<file path="config.mk">
export PLATFORM = sky130hd
export DESIGN_NAME = mem_port_arbiter_flat
export DESIGN_NICKNAME = d
export VERILOG_FILES = /design/src/rtl/mem_port_arbiter_if.sv /design/src/rtl/mem_port_arbiter.sv /design/src/flat_wrapper.sv
export SDC_FILE = /design/constraint.sdc
export NUM_CORES = 1
export LEC_CHECK = 0
export ABC_AREA = 0
export BUFFER_PORTS_ARGS = -buffer_cell sky130_fd_sc_hd__buf_4
export CAP_MARGIN = 0
export CORE_AREA = 2 2 105 107
export DETAILED_ROUTE_END_ITERATION = 6
export DIE_AREA = 0 0 107 109
export PLACE_DENSITY_LB_ADDON = 0.3
export SETUP_SLACK_MARGIN = 0.05
export SLEW_MARGIN = 20
export SYNTH_ARGS = -nofsm -noshare
export SYNTH_HDL_FRONTEND = slang
export SYNTH_SLANG_ARGS = --single-unit
export TNS_END_PERCENT = 5
</file>
<file path="constraint.sdc">
create_clock -name clk -period 2 [get_ports clk]
set_clock_uncertainty 0.2 [all_clocks]
set_input_delay 0 -clock clk [delete_from_list [all_inputs] [get_ports clk]]
set_output_delay 0 -clock clk [all_outputs]
set_load 0.1 [all_outputs]
</file>
<file path="src/rtl/mem_port_arbiter_if.sv">
// Request, response and memory-side signals shared by the fetch/load-store memory port arbiter.
interface mem_port_arbiter_if #(
  parameter int ADDR_W = 32
);
  logic              i_req_valid;
  logic              i_req_ready;
  logic [ADDR_W-1:0] i_req_addr;
  logic              i_resp_valid;
  logic [31:0]       i_resp_data;

  logic              d_req_valid;
  logic              d_req_ready;
  logic [ADDR_W-1:0] d_req_addr;
  logic              d_req_wen;
  logic [31:0]       d_req_wdata;
  logic [3:0]        d_req_mask;
  logic              d_resp_valid;
  logic [31:0]       d_resp_data;

  logic [ADDR_W-3:0] mem_addr;
  logic              mem_ren;
  logic              mem_wen;
  logic [31:0]       mem_wdata;
  logic [3:0]        mem_mask;
  logic [31:0]       mem_rdata;

  modport slave (
    input  i_req_valid, i_req_addr,
    output i_req_ready, i_resp_valid, i_resp_data,
    input  d_req_valid, d_req_addr, d_req_wen, d_req_wdata, d_req_mask,
    output d_req_ready, d_resp_valid, d_resp_data,
    output mem_addr, mem_ren, mem_wen, mem_wdata, mem_mask,
    input  mem_rdata
  );

  modport master (
    output i_req_valid, i_req_addr,
    input  i_req_ready, i_resp_valid, i_resp_data,
    output d_req_valid, d_req_addr, d_req_wen, d_req_wdata, d_req_mask,
    input  d_req_ready, d_resp_valid, d_resp_data,
    input  mem_addr, mem_ren, mem_wen, mem_wdata, mem_mask,
    output mem_rdata
  );
endinterface

</file>
<file path="src/rtl/mem_port_arbiter.sv">
// Shares one single-port word memory between fetch (I) and load/store (D); D wins, I is forced after STARVE_LIMIT losses.
// Define MEM_ARB_STATS_EN to add the stat_i_stall / stat_d_grant / stat_force counters.
module mem_port_arbiter #(
  parameter int STARVE_LIMIT = 4,
  parameter int ADDR_W       = 32
) (
  input  logic              clk,
  input  logic              rst,
  mem_port_arbiter_if.slave bus
`ifdef MEM_ARB_STATS_EN
  ,
  output logic [31:0]       stat_i_stall,
  output logic [31:0]       stat_d_grant,
  output logic [15:0]       stat_force
`endif
);

  localparam logic [3:0] LIMIT = 4'(STARVE_LIMIT);

  typedef enum logic [1:0] {
    TAG_NONE = 2'd0,
    TAG_I    = 2'd1,
    TAG_D    = 2'd2
  } respTag_t;

  respTag_t   respTag_r;
  respTag_t   respTagNext_s;
  logic [3:0] starveCnt_r;
  logic [3:0] starveCntNext_s;
  logic       grantI_s;
  logic       grantD_s;
  logic       forceI_s;
  logic       unusedAddrBits_s;

  // Byte offset within the word plays no part in a word-wide access.
  assign unusedAddrBits_s = ^{bus.i_req_addr[1:0], bus.d_req_addr[1:0]};

  // Grant selection: D first, I forced once its starvation count reaches the limit.
  always_comb begin
    grantI_s = 1'b0;
    grantD_s = 1'b0;
    forceI_s = 1'b0;
    if (rst) begin
      grantI_s = 1'b0;
      grantD_s = 1'b0;
    end else if (bus.i_req_valid && bus.d_req_valid) begin
      if (starveCnt_r == LIMIT) begin
        grantI_s = 1'b1;
        forceI_s = 1'b1;
      end else begin
        grantD_s = 1'b1;
      end
    end else if (bus.i_req_valid) begin
      grantI_s = 1'b1;
    end else if (bus.d_req_valid) begin
      grantD_s = 1'b1;
    end else begin
      grantI_s = 1'b0;
      grantD_s = 1'b0;
    end
  end

  assign bus.i_req_ready = grantI_s;
  assign bus.d_req_ready = grantD_s;

  // Memory command for the granted requester; an idle cycle parks the address at zero.
  always_comb begin
    bus.mem_addr  = {(ADDR_W-2){1'b0}};
    bus.mem_ren   = 1'b0;
    bus.mem_wen   = 1'b0;
    bus.mem_wdata = 32'd0;
    bus.mem_mask  = 4'd0;
    case ({grantI_s, grantD_s})
      2'b10: begin
        bus.mem_addr = bus.i_req_addr[ADDR_W-1:2];
        bus.mem_ren  = 1'b1;
      end
      2'b01: begin
        bus.mem_addr = bus.d_req_addr[ADDR_W-1:2];
        if (bus.d_req_wen) begin
          bus.mem_wen   = 1'b1;
          bus.mem_wdata = bus.d_req_wdata;
          bus.mem_mask  = bus.d_req_mask;
        end else begin
          bus.mem_ren   = 1'b1;
        end
      end
      default: begin
        bus.mem_addr  = {(ADDR_W-2){1'b0}};
        bus.mem_ren   = 1'b0;
        bus.mem_wen   = 1'b0;
      end
    endcase
  end

  // Starvation count: D wins while I waits; any I grant or idle I clears it.
  always_comb begin
    starveCntNext_s = starveCnt_r;
    if (!bus.i_req_valid || grantI_s) begin
      starveCntNext_s = 4'd0;
    end else if (grantD_s && (starveCnt_r != LIMIT)) begin
      starveCntNext_s = starveCnt_r + 4'd1;
    end else begin
      starveCntNext_s = starveCnt_r;
    end
  end

  // Starvation count register.
  always_ff @(posedge clk) begin
    if (rst) begin
      starveCnt_r <= 4'd0;
    end else begin
      starveCnt_r <= starveCntNext_s;
    end
  end

  // Next response owner: the read granted this cycle, writes answer nobody.
  always_comb begin
    respTagNext_s = TAG_NONE;
    if (grantI_s) begin
      respTagNext_s = TAG_I;
    end else if (grantD_s && !bus.d_req_wen) begin
      respTagNext_s = TAG_D;
    end else begin
      respTagNext_s = TAG_NONE;
    end
  end

  // Response owner register.
  always_ff @(posedge clk) begin
    if (rst) begin
      respTag_r <= TAG_NONE;
    end else begin
      respTag_r <= respTagNext_s;
    end
  end

  // Response strobes; reset suppresses a read accepted just before it.
  always_comb begin
    bus.i_resp_valid = 1'b0;
    bus.d_resp_valid = 1'b0;
    if (rst) begin
      bus.i_resp_valid = 1'b0;
      bus.d_resp_valid = 1'b0;
    end else begin
      case (respTag_r)
        TAG_I:   bus.i_resp_valid = 1'b1;
        TAG_D:   bus.d_resp_valid = 1'b1;
        default: begin
          bus.i_resp_valid = 1'b0;
          bus.d_resp_valid = 1'b0;
        end
      endcase
    end
  end

  assign bus.i_resp_data = bus.mem_rdata;
  assign bus.d_resp_data = bus.mem_rdata;

`ifdef MEM_ARB_STATS_EN
  logic [31:0] statIStall_r;
  logic [31:0] statDGrant_r;
  logic [15:0] statForce_r;

  // Free-running event counters, wrapping at full width.
  always_ff @(posedge clk) begin
    if (rst) begin
      statIStall_r <= 32'd0;
      statDGrant_r <= 32'd0;
      statForce_r  <= 16'd0;
    end else begin
      if (bus.i_req_valid && !grantI_s) begin
        statIStall_r <= statIStall_r + 32'd1;
      end
      if (grantD_s) begin
        statDGrant_r <= statDGrant_r + 32'd1;
      end
      if (forceI_s) begin
        statForce_r <= statForce_r + 16'd1;
      end
    end
  end

  assign stat_i_stall = statIStall_r;
  assign stat_d_grant = statDGrant_r;
  assign stat_force   = statForce_r;
`endif

endmodule

</file>
<file path="src/flat_wrapper.sv">
// flat-port wrapper written by rule: the top's interface ports become plain ports
module mem_port_arbiter_flat 
#(
  parameter int STARVE_LIMIT = 4,
  parameter int ADDR_W       = 32
)
  (clk, rst, bus_i_req_valid, bus_i_req_addr, bus_i_req_ready, bus_i_resp_valid, bus_i_resp_data, bus_d_req_valid, bus_d_req_addr, bus_d_req_wen, bus_d_req_wdata, bus_d_req_mask, bus_d_req_ready, bus_d_resp_valid, bus_d_resp_data, bus_mem_addr, bus_mem_ren, bus_mem_wen, bus_mem_wdata, bus_mem_mask, bus_mem_rdata);
  mem_port_arbiter_if #(.ADDR_W(ADDR_W)) bus_i ();
  input  logic clk;
  input  logic rst;
  input wire logic [$bits(bus_i.i_req_valid)-1:0] bus_i_req_valid;
  input wire logic [$bits(bus_i.i_req_addr)-1:0] bus_i_req_addr;
  output wire logic [$bits(bus_i.i_req_ready)-1:0] bus_i_req_ready;
  output wire logic [$bits(bus_i.i_resp_valid)-1:0] bus_i_resp_valid;
  output wire logic [$bits(bus_i.i_resp_data)-1:0] bus_i_resp_data;
  input wire logic [$bits(bus_i.d_req_valid)-1:0] bus_d_req_valid;
  input wire logic [$bits(bus_i.d_req_addr)-1:0] bus_d_req_addr;
  input wire logic [$bits(bus_i.d_req_wen)-1:0] bus_d_req_wen;
  input wire logic [$bits(bus_i.d_req_wdata)-1:0] bus_d_req_wdata;
  input wire logic [$bits(bus_i.d_req_mask)-1:0] bus_d_req_mask;
  output wire logic [$bits(bus_i.d_req_ready)-1:0] bus_d_req_ready;
  output wire logic [$bits(bus_i.d_resp_valid)-1:0] bus_d_resp_valid;
  output wire logic [$bits(bus_i.d_resp_data)-1:0] bus_d_resp_data;
  output wire logic [$bits(bus_i.mem_addr)-1:0] bus_mem_addr;
  output wire logic [$bits(bus_i.mem_ren)-1:0] bus_mem_ren;
  output wire logic [$bits(bus_i.mem_wen)-1:0] bus_mem_wen;
  output wire logic [$bits(bus_i.mem_wdata)-1:0] bus_mem_wdata;
  output wire logic [$bits(bus_i.mem_mask)-1:0] bus_mem_mask;
  input wire logic [$bits(bus_i.mem_rdata)-1:0] bus_mem_rdata;
  assign bus_i.i_req_valid = bus_i_req_valid;
  assign bus_i.i_req_addr = bus_i_req_addr;
  assign bus_i_req_ready = bus_i.i_req_ready;
  assign bus_i_resp_valid = bus_i.i_resp_valid;
  assign bus_i_resp_data = bus_i.i_resp_data;
  assign bus_i.d_req_valid = bus_d_req_valid;
  assign bus_i.d_req_addr = bus_d_req_addr;
  assign bus_i.d_req_wen = bus_d_req_wen;
  assign bus_i.d_req_wdata = bus_d_req_wdata;
  assign bus_i.d_req_mask = bus_d_req_mask;
  assign bus_d_req_ready = bus_i.d_req_ready;
  assign bus_d_resp_valid = bus_i.d_resp_valid;
  assign bus_d_resp_data = bus_i.d_resp_data;
  assign bus_mem_addr = bus_i.mem_addr;
  assign bus_mem_ren = bus_i.mem_ren;
  assign bus_mem_wen = bus_i.mem_wen;
  assign bus_mem_wdata = bus_i.mem_wdata;
  assign bus_mem_mask = bus_i.mem_mask;
  assign bus_i.mem_rdata = bus_mem_rdata;
  mem_port_arbiter #(.STARVE_LIMIT(STARVE_LIMIT), .ADDR_W(ADDR_W)) u_core (.clk(clk), .rst(rst), .bus(bus_i));
endmodule
</file>
* After elaboration in Yosys (flattened, before gate mapping)
Cells that the tools add are included.
Storage, ports and cells: register bits after elaboration 6, logic and storage cells 42, input port bits 137, output and inout port bits 136
Operators by class: equal/unequal tests 6, $add $sub $neg 1, muxes and demuxes 24, reductions and logical operators 8
Operator list (number):
- $mux W32 | 2
- $pmux W30 S2 | 1
- $mux W1 | 17
- $mux W4 | 2
- $add A4 B1 Y4 const B | 1
- $eq A2 B1 Y1 const B | 2
- $eq A2 B2 Y1 const B | 2
- $eq A4 B3 Y1 const B | 1
- $ne A4 B3 Y1 const B | 1
- $reduce_or A2 Y1 | 2
- $logic_and A1 B1 Y1 | 3
- $logic_not A1 Y1 | 2
- $mux W2 | 1
- $pmux W1 S2 | 1
- $logic_or A1 B1 Y1 | 1

* Logic depth before layout (Yosys ltp)
depth after elaboration 7, gate-level depth with buffers 8, depth with buffers taken out 5

* Least setup slack after synthesis
No wires, ideal clock.
path kind register -> output, start point register u_core.respTag_r[1], end point output bus_d_resp_valid, slack -691 ps, cell stages (with the launch flop) 2, arrival time 2491 ps, required time 1800 ps, path buffers 0, cell sequence dfxtp_1 nor3b_1
On the way: longest elaborated chain between the ends 3
Ends and longest elaborated chain:
- start, declared | line mem_port_arbiter.sv:26 | respTag_t respTag_r;
- start signal, assigned | line mem_port_arbiter.sv:134 | respTag_r <= respTagNext_s;
- $eq A2 B2 Y1 | line mem_port_arbiter.sv:146 | case (respTag_r)
- $mux W1 | line mem_port_arbiter.sv:146
- $mux W1 | line mem_port_arbiter.sv:142 | if (rst) begin
- end, declared | line flat_wrapper.sv:22 | output wire logic [$bits(bus_i.d_resp_valid)-1:0] bus_d_resp_valid;
No other way between the ends.

* Final worst setup path
start point register u_core.starveCnt_r[1], end point output bus_mem_addr[15]
On the way: longest elaborated chain between the ends 6, elaborated cells on any way between the ends 10, those cells by class eq/ne: 3; mux: 7
Ends and longest elaborated chain:
- start, declared | line mem_port_arbiter.sv:28 | logic [3:0] starveCnt_r;
- start signal, assigned | line mem_port_arbiter.sv:113 | starveCnt_r <= starveCntNext_s;
- $eq A4 B3 Y1 (*) | line mem_port_arbiter.sv:47 | if (starveCnt_r == LIMIT) begin
- $mux W1 | line mem_port_arbiter.sv:47
- $mux W1 | line mem_port_arbiter.sv:46 | end else if (bus.i_req_valid && bus.d_req_valid) begin
- $mux W1 | line mem_port_arbiter.sv:43 | if (rst) begin
- $eq A2 B1 Y1 / $eq A2 B2 Y1 (equally long branches) | line mem_port_arbiter.sv:73 | case ({grantI_s, grantD_s})
- $pmux W30 S2 (*) | line mem_port_arbiter.sv:73
- end, declared | line flat_wrapper.sv:24 | output wire logic [$bits(bus_i.mem_addr)-1:0] bus_mem_addr;
Mark *: on every way between the ends. The rest lies on a longest branch, timed or not.

==> flow_summary.yaml <==
sta:
  max_slew.worst_pin.slew_ps: 405.3
  worst_hold_check_slack_ps: 59.95
  timing.slew.headroom_pct: 72.98
  timing.final.hold_violations: 0
  post-route-worst-setup-slack_ps: -15.36
  clock.fmax_ghz: 0.4962
  rsz0062_at_grt: "yes"
  final_min_period_over_clock_period_pct: 100.8
  fin_crit_ps: 2015
  setup_viol_count_final: 10
  final_max_slew_viol_count: 0
worst_setup_path:
  cpLargestDelayFamily: "buffers and inverters"
  crit_path_top_delay_cell: "dfxtp_2"
  critPathMaxStageDelay_ps: 310
  crit_required_ps: 1800
  reg2reg_slack_ps: 180
  cp-start-kind: "flip-flop"
  data_arrival_time_of_the_critical_path_ps: 1820
  r2r-start: "u_core.starveCnt_r[1]$_SDFFE_PP0P_"
  r2r_end: "u_core.respTag_r[0]$_SDFF_PP0_"
  crit_path_cell_trace: "inv_2, ha_4, nand4b_1, and3b_2, buf_4, buf_12, a22o_4, buf_12"
  crit_top_cell: "buf_12"
  critical_path.n_buffers_inverters: 4
  timing.reg2reg.worst_path_depth: 7
  category_of_the_worst_setup_path_capture_point: "output port"
  worstPathMaxFanout: 21
  setup.worst_path.class: "flip-flop to output port"
synthesis:
  post-synth-top-count-cell: "buf_4"
  post_synth.cell_area_avg_um2: 7.521
  synth.top_cells.by_count: "buf_4 (64), and3_1 (36), a22o_1 (30)"
  synth_cells: 178
  synth_top_area_cell: "buf_4"
  synth-async-reset-ratio_pct: 0
  synth_edf_count: 0
  synth_top_area_share_pct: 35.89
  synth-seq-area-share_pct: 8.972
  yosys_register_bits: 6
  dominantRegCellSynth: "dfxtp_1"
  synthesis.area_um2: 1339
  netlist_top_cells_area: "buf_4 (36%), a22o_1 (20%), and3_1 (17%), dfxtp_1 (9.0%), buf_2 (2.2%)"
  synth.yosys.warnings: 0
  syn-num-nets: 317
  yosysUniqueCellTypes: 24
global_routing:
  first_global_vias: 2037
  grt_max_degree: 40
  grt_first_pass_wirelength_mm: 10.65
  global_route.overflow_total: 0
  antenna_found_initial: 0
  global_route.usage.total_pct: 11.45
die:
  io_pins: 273
  core-area_um2: 10600
  initial_utilization_pct: 12.63
  overall_die_width_um: 107
  fp.dieArea_um2: 11660
  core.rowCount: 38
  fp.dieH_um: 109
placement:
  dpl_cell_area_um2: 2327
  placer_congestion: 0.6292
  placement.io_buffers: 172
  dp_cells: 415
clock_network:
  clock_tree.htree_level_count: 1
  clock_tree.buffer_depth: 2
  cts_root_buffer: "clkbuf_8"
  cts_buffers: 3
  clock_insertion_delay_worst_skew_ps: 220
  clock_tree_from_tritoncts: "built"
  cts.clk_slew.worst_paths_ps: 30
  tritoncts_num_sinks: 6
route:
  drt.antenna.violating_nets: 0
  routed_wl_per_cell_um: 15.27
  viasPerCell: 4.000
  drt_pre_antenna_iters: 4
  vias: 1984
  drcViolationCount: 0
  first_iter_violations: 66
  routed_wl_mm: 7.574
finish:
  post_route_cells_drive_above_1_share_pct: 72.75
  final_instance_area_um2: 4533
  layout.cells.non_filler: 496
  fill_cells: 961
  diodes: 0
  final_nets: 497
  syn2layout_area_growth_pct: 238.6
hold_path:
  hp-start: "bus_d_req_valid"
  min_path_type: "input pin to flip-flop"
  hold_depth: 4
  hold-path-endpoint: "u_core.starveCnt_r[1]$_SDFFE_PP0P_"
run_status:
  violations: "negative setup slack"
  outcome: "finished with violations"
flow_run:
  max-cap-violations: 0
power_and_ir_drop:
  total_leakage_power_nw: 2.076
  irDropWorstVdd_mv: 0.3232
  power_density_normalized_to_cell_area_nw_per_um2: 459.8
==> worst register-to-register path, stage by stage, from the launching register on <==
cell           delay, ps
dfxtp_2              310
inv_2                 60
ha_4                 130
nand4b_1             110
buf_4                170
buf_4                130
a21oi_1              100
dlygate4sd3_1        550
==> area by class of cell <==
type / instances / area [um2] / area share, %
timing repair buffer: 254 / 3323 / 73.31
multi-input combinational: 90 / 859.6 / 18.96
tap: 140 / 175.2 / 3.864
sequential: 6 / 122.6 / 2.705
clock buffer: 3 / 41.29 / 0.9108
inverter: 3 / 11.26 / 0.2484
==> layout by cell type (no fill, tap or decap), types with 3 or more instances in the layout <==
cell type / Yosys / layout
buf_12: 0 / 102
clkbuf_8: 0 / 3
and3_1: 36 / 11
nor2_1: 5 / 5
a22o_1: 30 / 23
a22o_4: 0 / 7
buf_4: 64 / 112
dfxtp_1: 6 / 4
dlygate4sd3_1: 0 / 37
and3_4: 0 / 25
==> state kept, by name (all words and copies together), names as in the netlist <==
| name | flops |
|---|---|
| u_core.respTag_r | 2 |
| u_core.starveCnt_r | 4 |
==> stage by stage <==
step	TNS (ps)	utilization, %	setup WS [ps]	total power, mW
after global placement	0	21.95	77.28	0.9394
after floorplan	-17590	-	-690.8	1.273
final	-65.80	42.75	-15.36	2.084
after detailed placement	0	21.95	58.55	0.9415
after global routing	-3460	42.75	-83.81	2.144
after CTS	0	41.61	8.592	2.060
==> routing by layer <==
| layer | vias up | routed length [um] | global-route usage, % | part of all wire, % |
|---|---|---|---|---|
| met5 | - | 0 | 0 | 0 |
| met4 | 0 | 10 | 0.7421 | 0.13 |
| met3 | 2 | 812 | 3.706 | 11 |
| met2 | 167 | 4338 | 23.57 | 57 |
| met1 | 893 | 2412 | 11.60 | 32 |
| li1 | 922 | - | - | - |
==> how the worst max path moves through the flow <==
stage	start	endpoint	depth (start not counted)
after floorplan	u_core.respTag_r[1]$_SDFF_PP0_	bus_d_resp_valid	1
after global placement	u_core.starveCnt_r[0]$_SDFFE_PP0P_	bus_mem_mask[2]	7
after detailed placement	u_core.starveCnt_r[0]$_SDFFE_PP0P_	bus_mem_wdata[29]	7
after CTS	u_core.starveCnt_r[1]$_SDFFE_PP0P_	bus_mem_wdata[9]	8
after global routing	u_core.starveCnt_r[1]$_SDFFE_PP0P_	bus_mem_addr[18]	8
final	u_core.starveCnt_r[1]$_SDFFE_PP0P_	bus_mem_addr[15]	8
==> power by group <==
part	total (mW)	internal (mW)	switching, mW
registers	0.125	0.123	0.00140
clock network	0.177	0.129	0.0477
logic	1.78	0.611	1.17
==> timing repair <==
action                                 4_1_cts  5_1_grt
setup endpoints to repair                   68       68
resized for setup                          219       21
hold buffers                                69        0
pin swaps                                   22       23
endpoints found under the hold margin       67        0
cloned                                       2        0
setup buffers                                7        0
==> cell families after synthesis <==
group,Yosys count,share of synthesized area (%)
and+or+nand+nor,52,23.74
buffers and inverters,82,42.62
adders and majority gates,2,1.869
muxes,1,0.7477
DFF,6,8.972
AOI/OAI and AO/OA,34,21.40
xor gates and xnor gates,1,0.6543
(Power assumes the default switching activity.)
